===== config.mk =====
export PLATFORM = sky130hd
export DESIGN_NAME = cw_executor
export DESIGN_NICKNAME = d
export VERILOG_FILES = /design/src/rtl/cw_pkg.sv /design/src/rtl/cw_executor_pc_unit.sv /design/src/rtl/cw_executor.sv
export SDC_FILE = /design/constraint.sdc
export NUM_CORES = 1
export LEC_CHECK = 0
export BUFFER_PORTS_ARGS = -buffer_cell sky130_fd_sc_hd__buf_2
export CAP_MARGIN = 25
export CORE_ASPECT_RATIO = 0.75
export CORE_MARGIN = 2
export CORE_UTILIZATION = 40
export DETAILED_ROUTE_END_ITERATION = 10
export PLACE_DENSITY = 0.67
export SETUP_SLACK_MARGIN = 0.2
export SLEW_MARGIN = 25
export SYNTH_ARGS = -nofsm -noshare
export SYNTH_HDL_FRONTEND = slang
export SYNTH_SLANG_ARGS = --single-unit

===== constraint.sdc =====
create_clock -name clock -period 5.25 [get_ports clock]
set_input_delay 1.05 -clock clock [delete_from_list [all_inputs] [get_ports clock]]
set_output_delay 1.05 -clock clock [all_outputs]
set_load 0.005 [all_outputs]

===== src/rtl/cw_pkg.sv =====
// Control-word layout shared by the decoders and the execute stage:
// field offsets, widths, PC-select encodings and a packed view of the word.
package cw_pkg;

  localparam int CW_WIDTH   = 29;

  localparam int PSEL_LSB   = 27;
  localparam int PSEL_W     = 2;
  localparam int DA_LSB     = 22;
  localparam int SA_LSB     = 17;
  localparam int SB_LSB     = 12;
  localparam int REG_ADDR_W = 5;
  localparam int FSEL_LSB   = 7;
  localparam int FSEL_W     = 5;
  localparam int REGW_BIT   = 6;
  localparam int RAMW_BIT   = 5;
  localparam int DSEL_LSB   = 3;
  localparam int DSEL_W     = 2;
  localparam int BSEL_BIT   = 2;
  localparam int PCSEL_BIT  = 1;
  localparam int SL_BIT     = 0;

  typedef enum logic [PSEL_W-1:0] {
    PSEL_HOLD = 2'b00,
    PSEL_INC  = 2'b01,
    PSEL_LOAD = 2'b10,
    PSEL_REL  = 2'b11
  } psel_e;

  typedef struct packed {
    logic [PSEL_W-1:0]     psel;
    logic [REG_ADDR_W-1:0] da;
    logic [REG_ADDR_W-1:0] sa;
    logic [REG_ADDR_W-1:0] sb;
    logic [FSEL_W-1:0]     fsel;
    logic                  regw;
    logic                  ramw;
    logic [DSEL_W-1:0]     dsel;
    logic                  bsel;
    logic                  pcsel;
    logic                  sl;
  } cw_t;

  // Word offset for relative branches: operand scaled by 4, top 2 bits dropped.
  function automatic logic [63:0] rel_offset(input logic [63:0] v);
    return {v[61:0], 2'b00};
  endfunction

endpackage


===== src/rtl/cw_executor_pc_unit.sv =====
// Program counter with Psel next-PC mux and optional load-target alignment
// check. Alignment checking is compiled in with CW_EXEC_ALIGN_CHECK_EN.
module pc_unit
  import cw_pkg::*;
#(
  parameter logic [63:0] PC_RESET = 64'd0
) (
  input  logic        clock,
  input  logic        reset,
  input  logic        i_xfer,
  input  psel_e       i_psel,
  input  logic [63:0] i_in,
  output logic [63:0] o_pc,
  output logic        o_drop,
  output logic        o_fault
);

  logic [63:0] r_pc;
  logic [63:0] w_pc_next;

  // Next-PC selection; all sums wrap modulo 2^64.
  always_comb begin
    w_pc_next = r_pc;
    case (i_psel)
      PSEL_HOLD: w_pc_next = r_pc;
      PSEL_INC:  w_pc_next = r_pc + 64'd4;
      PSEL_LOAD: w_pc_next = i_in;
      PSEL_REL:  w_pc_next = r_pc + rel_offset(i_in);
      default:   w_pc_next = r_pc;
    endcase
  end

`ifdef CW_EXEC_ALIGN_CHECK_EN
  logic r_fault;

  assign o_drop = (i_psel == PSEL_LOAD) && (i_in[1:0] != 2'b00);

  // Sticky fault on the first misaligned absolute jump; cleared only by reset.
  always_ff @(posedge clock) begin
    if (reset)
      r_fault <= 1'b0;
    else if (i_xfer && o_drop)
      r_fault <= 1'b1;
  end

  assign o_fault = r_fault;
`else
  assign o_drop  = 1'b0;
  assign o_fault = 1'b0;
`endif

  // PC register: advances only on an accepted, non-dropped word.
  always_ff @(posedge clock) begin
    if (reset)
      r_pc <= PC_RESET;
    else if (i_xfer && !o_drop)
      r_pc <= w_pc_next;
  end

  assign o_pc = r_pc;

endmodule


===== src/rtl/cw_executor.sv =====
// Execute-stage consumer of the decoder control word: execute register,
// decoder state register, write-strobe gating; PC lives in pc_unit.
// Optional misaligned-jump fault: define CW_EXEC_ALIGN_CHECK_EN.
module cw_executor
  import cw_pkg::*;
#(
  parameter logic [63:0] PC_RESET = 64'd0
) (
  input  logic                  clock,
  input  logic                  reset,
  input  logic                  cw_valid,
  output logic                  cw_ready,
  input  logic [CW_WIDTH-1:0]   controlWord,
  input  logic [1:0]            nextState,
  input  logic [63:0]           K,
  input  logic [63:0]           busA,
  input  logic                  ex_stall,
  output logic [63:0]           pc,
  output logic [1:0]            state,
  output logic [REG_ADDR_W-1:0] ex_DA,
  output logic [REG_ADDR_W-1:0] ex_SA,
  output logic [REG_ADDR_W-1:0] ex_SB,
  output logic [FSEL_W-1:0]     ex_Fsel,
  output logic [DSEL_W-1:0]     ex_Dsel,
  output logic                  ex_Bsel,
  output logic                  ex_SL,
  output logic [63:0]           ex_K,
  output logic                  reg_we,
  output logic                  ram_we,
  output logic                  fault
);

  cw_t         r_cw;
  logic [63:0] r_k;
  logic        r_valid;
  logic [1:0]  r_state;

  logic        w_xfer;
  logic        w_drop;
  logic        w_fault;
  psel_e       w_psel;
  logic [63:0] w_in;

  assign cw_ready = ~ex_stall & ~w_fault;
  assign w_xfer   = cw_valid & cw_ready;
  assign w_psel   = psel_e'(controlWord[PSEL_LSB +: PSEL_W]);
  assign w_in     = controlWord[PCSEL_BIT] ? busA : K;

  pc_unit #(
    .PC_RESET (PC_RESET)
  ) u_pc (
    .clock   (clock),
    .reset   (reset),
    .i_xfer  (w_xfer),
    .i_psel  (w_psel),
    .i_in    (w_in),
    .o_pc    (pc),
    .o_drop  (w_drop),
    .o_fault (w_fault)
  );

  // Execute register: load on transfer, freeze on stall, otherwise go idle.
  always_ff @(posedge clock) begin
    if (reset) begin
      r_cw    <= '0;
      r_k     <= '0;
      r_valid <= 1'b0;
    end else if (ex_stall) begin
      r_cw    <= r_cw;
      r_k     <= r_k;
      r_valid <= r_valid;
    end else if (w_xfer && !w_drop) begin
      r_cw    <= cw_t'(controlWord);
      r_k     <= K;
      r_valid <= 1'b1;
    end else begin
      r_valid <= 1'b0;
    end
  end

  // Decoder state tracks nextState of each accepted word.
  always_ff @(posedge clock) begin
    if (reset)
      r_state <= 2'b00;
    else if (w_xfer && !w_drop)
      r_state <= nextState;
  end

  assign state   = r_state;
  assign ex_DA   = r_cw.da;
  assign ex_SA   = r_cw.sa;
  assign ex_SB   = r_cw.sb;
  assign ex_Fsel = r_cw.fsel;
  assign ex_Dsel = r_cw.dsel;
  assign ex_Bsel = r_cw.bsel;
  assign ex_SL   = r_cw.sl;
  assign ex_K    = r_k;
  assign fault   = w_fault;

  // Strobes drop combinationally while stalled and re-assert when it clears.
  assign reg_we  = r_valid & r_cw.regw & ~ex_stall;
  assign ram_we  = r_valid & r_cw.ramw & ~ex_stall;

  // PC-path fields are consumed before latching; kept in cw_q for visibility.
  logic w_unused_cw;
  assign w_unused_cw = ^{r_cw.psel, r_cw.pcsel};

endmodule


==> flow_summary_export.csv <==
group,metric,value,unit
grt,grt_pass1_vias,9961,
finish,final_nets,1860,
synthesis,synthFlopType,"dfxtp_1",
placed_design,dpl-instance-area,12100,um^2
clock_tree,path_clk_slew,0.07,ns
finish,layout_commonest_cell,"buf_2",
min_path,hold_depth,2,
synthesis,synth_cell_types,62,
synthesis,ys.warnings.count,0,
die,start_util,40.4,%
sta,fin_crit_sh,85.5,%
grt,antenna_found_initial,0,
worst_setup_path,arrival,4.77,ns
finish,drive_above_1_share,23.8,%
route,drt_wl_total,38.1,mm
sta,rsz0062_at_grt,"no",
power_and_ir_drop,vdd_drop_max,233,uV
worst_setup_path,cp_top_family,"compound AO/OA/AOI/OAI gates",
die,core,25800,um^2
grt,grtUsageTotal,27.0,%
placed_design,io_buffers,319,
sta,finalClockSkew,0.0108,ns
power_and_ir_drop,finalPower,3.15,mW
clock_tree,cts_hold_repair.buffers,0,
route,drtIter0Drc,1128,
synthesis,yosys_register_bits,157,
finish,areaGrowthSynthToFinish,21.4,%
min_path,hold_class,"flip-flop to flip-flop",
placed_design,hpwl,29.4,mm
sta,setup_tns,0,ns
finish,multi_input_area,6700,um^2
clock_tree,post_cts_buffers,0,
finish,n_fill_cell,2576,
clock_tree,clkLatencyLatePin,0.44,ns
sta,finalMaxSlewViolations,0,
sta,tightest_slew,1.04,ns
route,wl_per_cell,19.1,um
worst_setup_path,rr_startpoint,"u_pc.o_pc[2]$_SDFFE_PP0P_",
route,ant_nets,0,
worst_setup_path,reg2reg_slack,1.71,ns
grt,grt_pass1_wl,57.5,mm
route,num_vias,11100,
worst_setup_path,cpMostUsedCell,"o21ai_1",
worst_setup_path,max_stage_delay,0.43,ns
worst_setup_path,cp.required,5.54,ns
finish,regArea,3140,um^2
worst_setup_path,path_class,"input port to flip-flop",
synthesis,seq_area_frac_synth,30.2,%
job,cap_viol_max_count,0,
finish,final_cell_mix,"buf_2 (317), nand2_1 (257), a21oi_1 (191), nor2_1 (157), dfxtp_1 (157)",
run_status,status,"finished, final reports clean",
min_path,min_from,"ex_K[46]$_SDFFE_PP0P_",
synthesis,synth_edf_count,0,
clock_tree,cts_buffers,17,
synthesis,synth_nets,1623,
grt,grt_max_degree,106,
finish,antenna_cells,0,
sta,fin_hold_ws,0.451,ns
worst_setup_path,worstRegToRegCells,12,
die,die_area,27400,um^2
sta,fin_crit,4.49,ns
die,num_io_pins,321,
power_and_ir_drop,p_leak,5.89,nW
worst_setup_path,r2r_end,"u_pc.o_pc[54]$_SDFFE_PP0P_",
clock_tree,clk_path_buf_depth,2,
route,viasPerCell,5.55,
finish,fin_area,12600,um^2
sta,max_slew_margin,30.7,%
route,drt-pass1-iter-count,5,
sta,hold_viol,0,
grt,gr-total-overflow,0,
sta,timing.fmax,223,MHz
worst_setup_path,critPathBufInv,1,
sta,setup_viol,0,
clock_tree,root_buffer,"clkbuf_16",
worst_setup_path,critPathLaunchType,"input port",
worst_setup_path,startpoint,"controlWord[1]",
clock_tree,clkSinkCount,157,
finish,stdcell_count,1992,
synthesis,syn_inst,1398,
synthesis,synthArstFlopShare,0,%
die,die_w,190,um
clock_tree,post_cts_resized,0,
worst_setup_path,path_max_fanout,17,
worst_setup_path,crit_slowest_cell,"fa_1",
clock_tree,cts_max_level,4,
worst_setup_path,crit_chain,"buf_4, mux2i_1, nand3_1, ha_1, fa_1, a211oi_1, o21ai_1, o311ai_1, nand4_1, a31o_2, a41oi_2, o21ai_1, a21o_1, xnor2_1, o221ai_1",
worst_setup_path,end_kind,"flip-flop",
route,drc,0,
power_and_ir_drop,powerDensity,249,nW/um^2
die,chipHeight,144,um
synthesis,syn_avg_cell_area,7.45,um^2
synthesis,syn_area,10400,um^2
placed_design,placed_cells,1960,
clock_tree,cts_tree,"yes",
placed_design,routabilityCongestion,0.976,
min_path,whs_endpoint,"ex_K[46]$_SDFFE_PP0P_",
die,num_rows,51,
-- power breakdown --
group	internal, mW	leakage, nW	switching [mW]
Combinational	0.249	4.33	0.394
Sequential	1.25	1.28	0.0447
Clock	0.642	0.272	0.570
-- cell families (layout without fill, tap and decap cells) --
logic type	Yosys count	after routing	share of synthesized area, %
other	1	1	0.0360
DFF	157	157	30.2
and+or+nand+nor	523	523	21.1
xor gates and xnor gates	59	59	4.96
adders and majority gates	62	62	7.52
muxes	66	66	6.36
AOI/OAI and AO/OA	393	393	23.9
buffers and inverters	137	387	5.86
-- registers in the layout (all words and copies together) (netlist names) --
name,flops
ex_K,64
u_pc.o_pc,64
ex_DA,5
ex_Fsel,5
ex_SA,5
ex_SB,5
ex_Dsel,2
r_cw,2
state,2
ex_Bsel,1
ex_SL,1
r_valid,1
-- synth_stat cells (11+ instances only) --
cell type | n | area, um^2
a211oi_1 | 36 | 270
a21o_1 | 22 | 165
a21oi_1 | 191 | 956
a221oi_1 | 13 | 114
buf_4 | 23 | 173
clkbuf_1 | 84 | 315
dfxtp_1 | 157 | 3140
ha_1 | 61 | 763
inv_1 | 19 | 71.3
mux2i_1 | 65 | 651
nand2_1 | 259 | 972
nand3_1 | 14 | 70.1
nand4_1 | 16 | 100
nor2_1 | 158 | 593
nor3_1 | 41 | 205
o21ai_0 | 37 | 185
o21ai_1 | 11 | 55.1
o21bai_1 | 19 | 143
o221ai_1 | 15 | 131
xnor2_1 | 42 | 368
xor2_1 | 17 | 149
-- worst max path at each step --
stage	end	slack, ns	cells past startpoint
floorplan	u_pc.o_pc[62]$_SDFFE_PP0P_	0.25	17
global placement	u_pc.o_pc[62]$_SDFFE_PP0P_	0.49	15
detailed placement	u_pc.o_pc[54]$_SDFFE_PP0P_	0.37	15
CTS	u_pc.o_pc[54]$_SDFFE_PP0P_	0.81	15
global route	u_pc.o_pc[54]$_SDFFE_PP0P_	0.42	15
finish	u_pc.o_pc[54]$_SDFFE_PP0P_	0.76	15
-- metrics by stage --
step | setup slack, ns | utilization (%)
2_1_floorplan | 0.253 | -
3_3_place_gp | 0.494 | 46.9
3_5_place_dp | 0.369 | 46.9
4_1_cts | 0.813 | 49.0
5_1_grt | 0.419 | 49.0
6_report | 0.764 | 49.0
-- metal layers --
| metal | GRT usage [%] | wire (um) |
|---|---|---|
| met1 | 40.5 | 18300 |
| met3 | 5.84 | 3720 |
| met4 | 6.12 | 478 |
| met2 | 38.9 | 15700 |
| met5 | 0 | 0 |
-- worst reg2reg max path, cell delays in order, from the launching register on --
cell,delay [ns]
dfxtp_1,0.34
ha_1,0.25
fa_1,0.44
a211oi_1,0.30
o21ai_1,0.21
o311ai_1,0.38
nand4_1,0.20
a31o_2,0.31
a41oi_2,0.27
o21ai_1,0.17
a21o_1,0.24
xnor2_1,0.16
o221ai_1,0.11
-- final cells by class --
type	count	share of cell area, %
Timing Repair Buffer	336	13.8
Multi-Input combinational cell	1104	53.0
Clock buffer	20	3.61
Tap cell	344	3.40
Inverter	19	0.564
Clock inverter	12	0.792
Sequential cell	157	24.9
(Power assumes the default switching activity.)
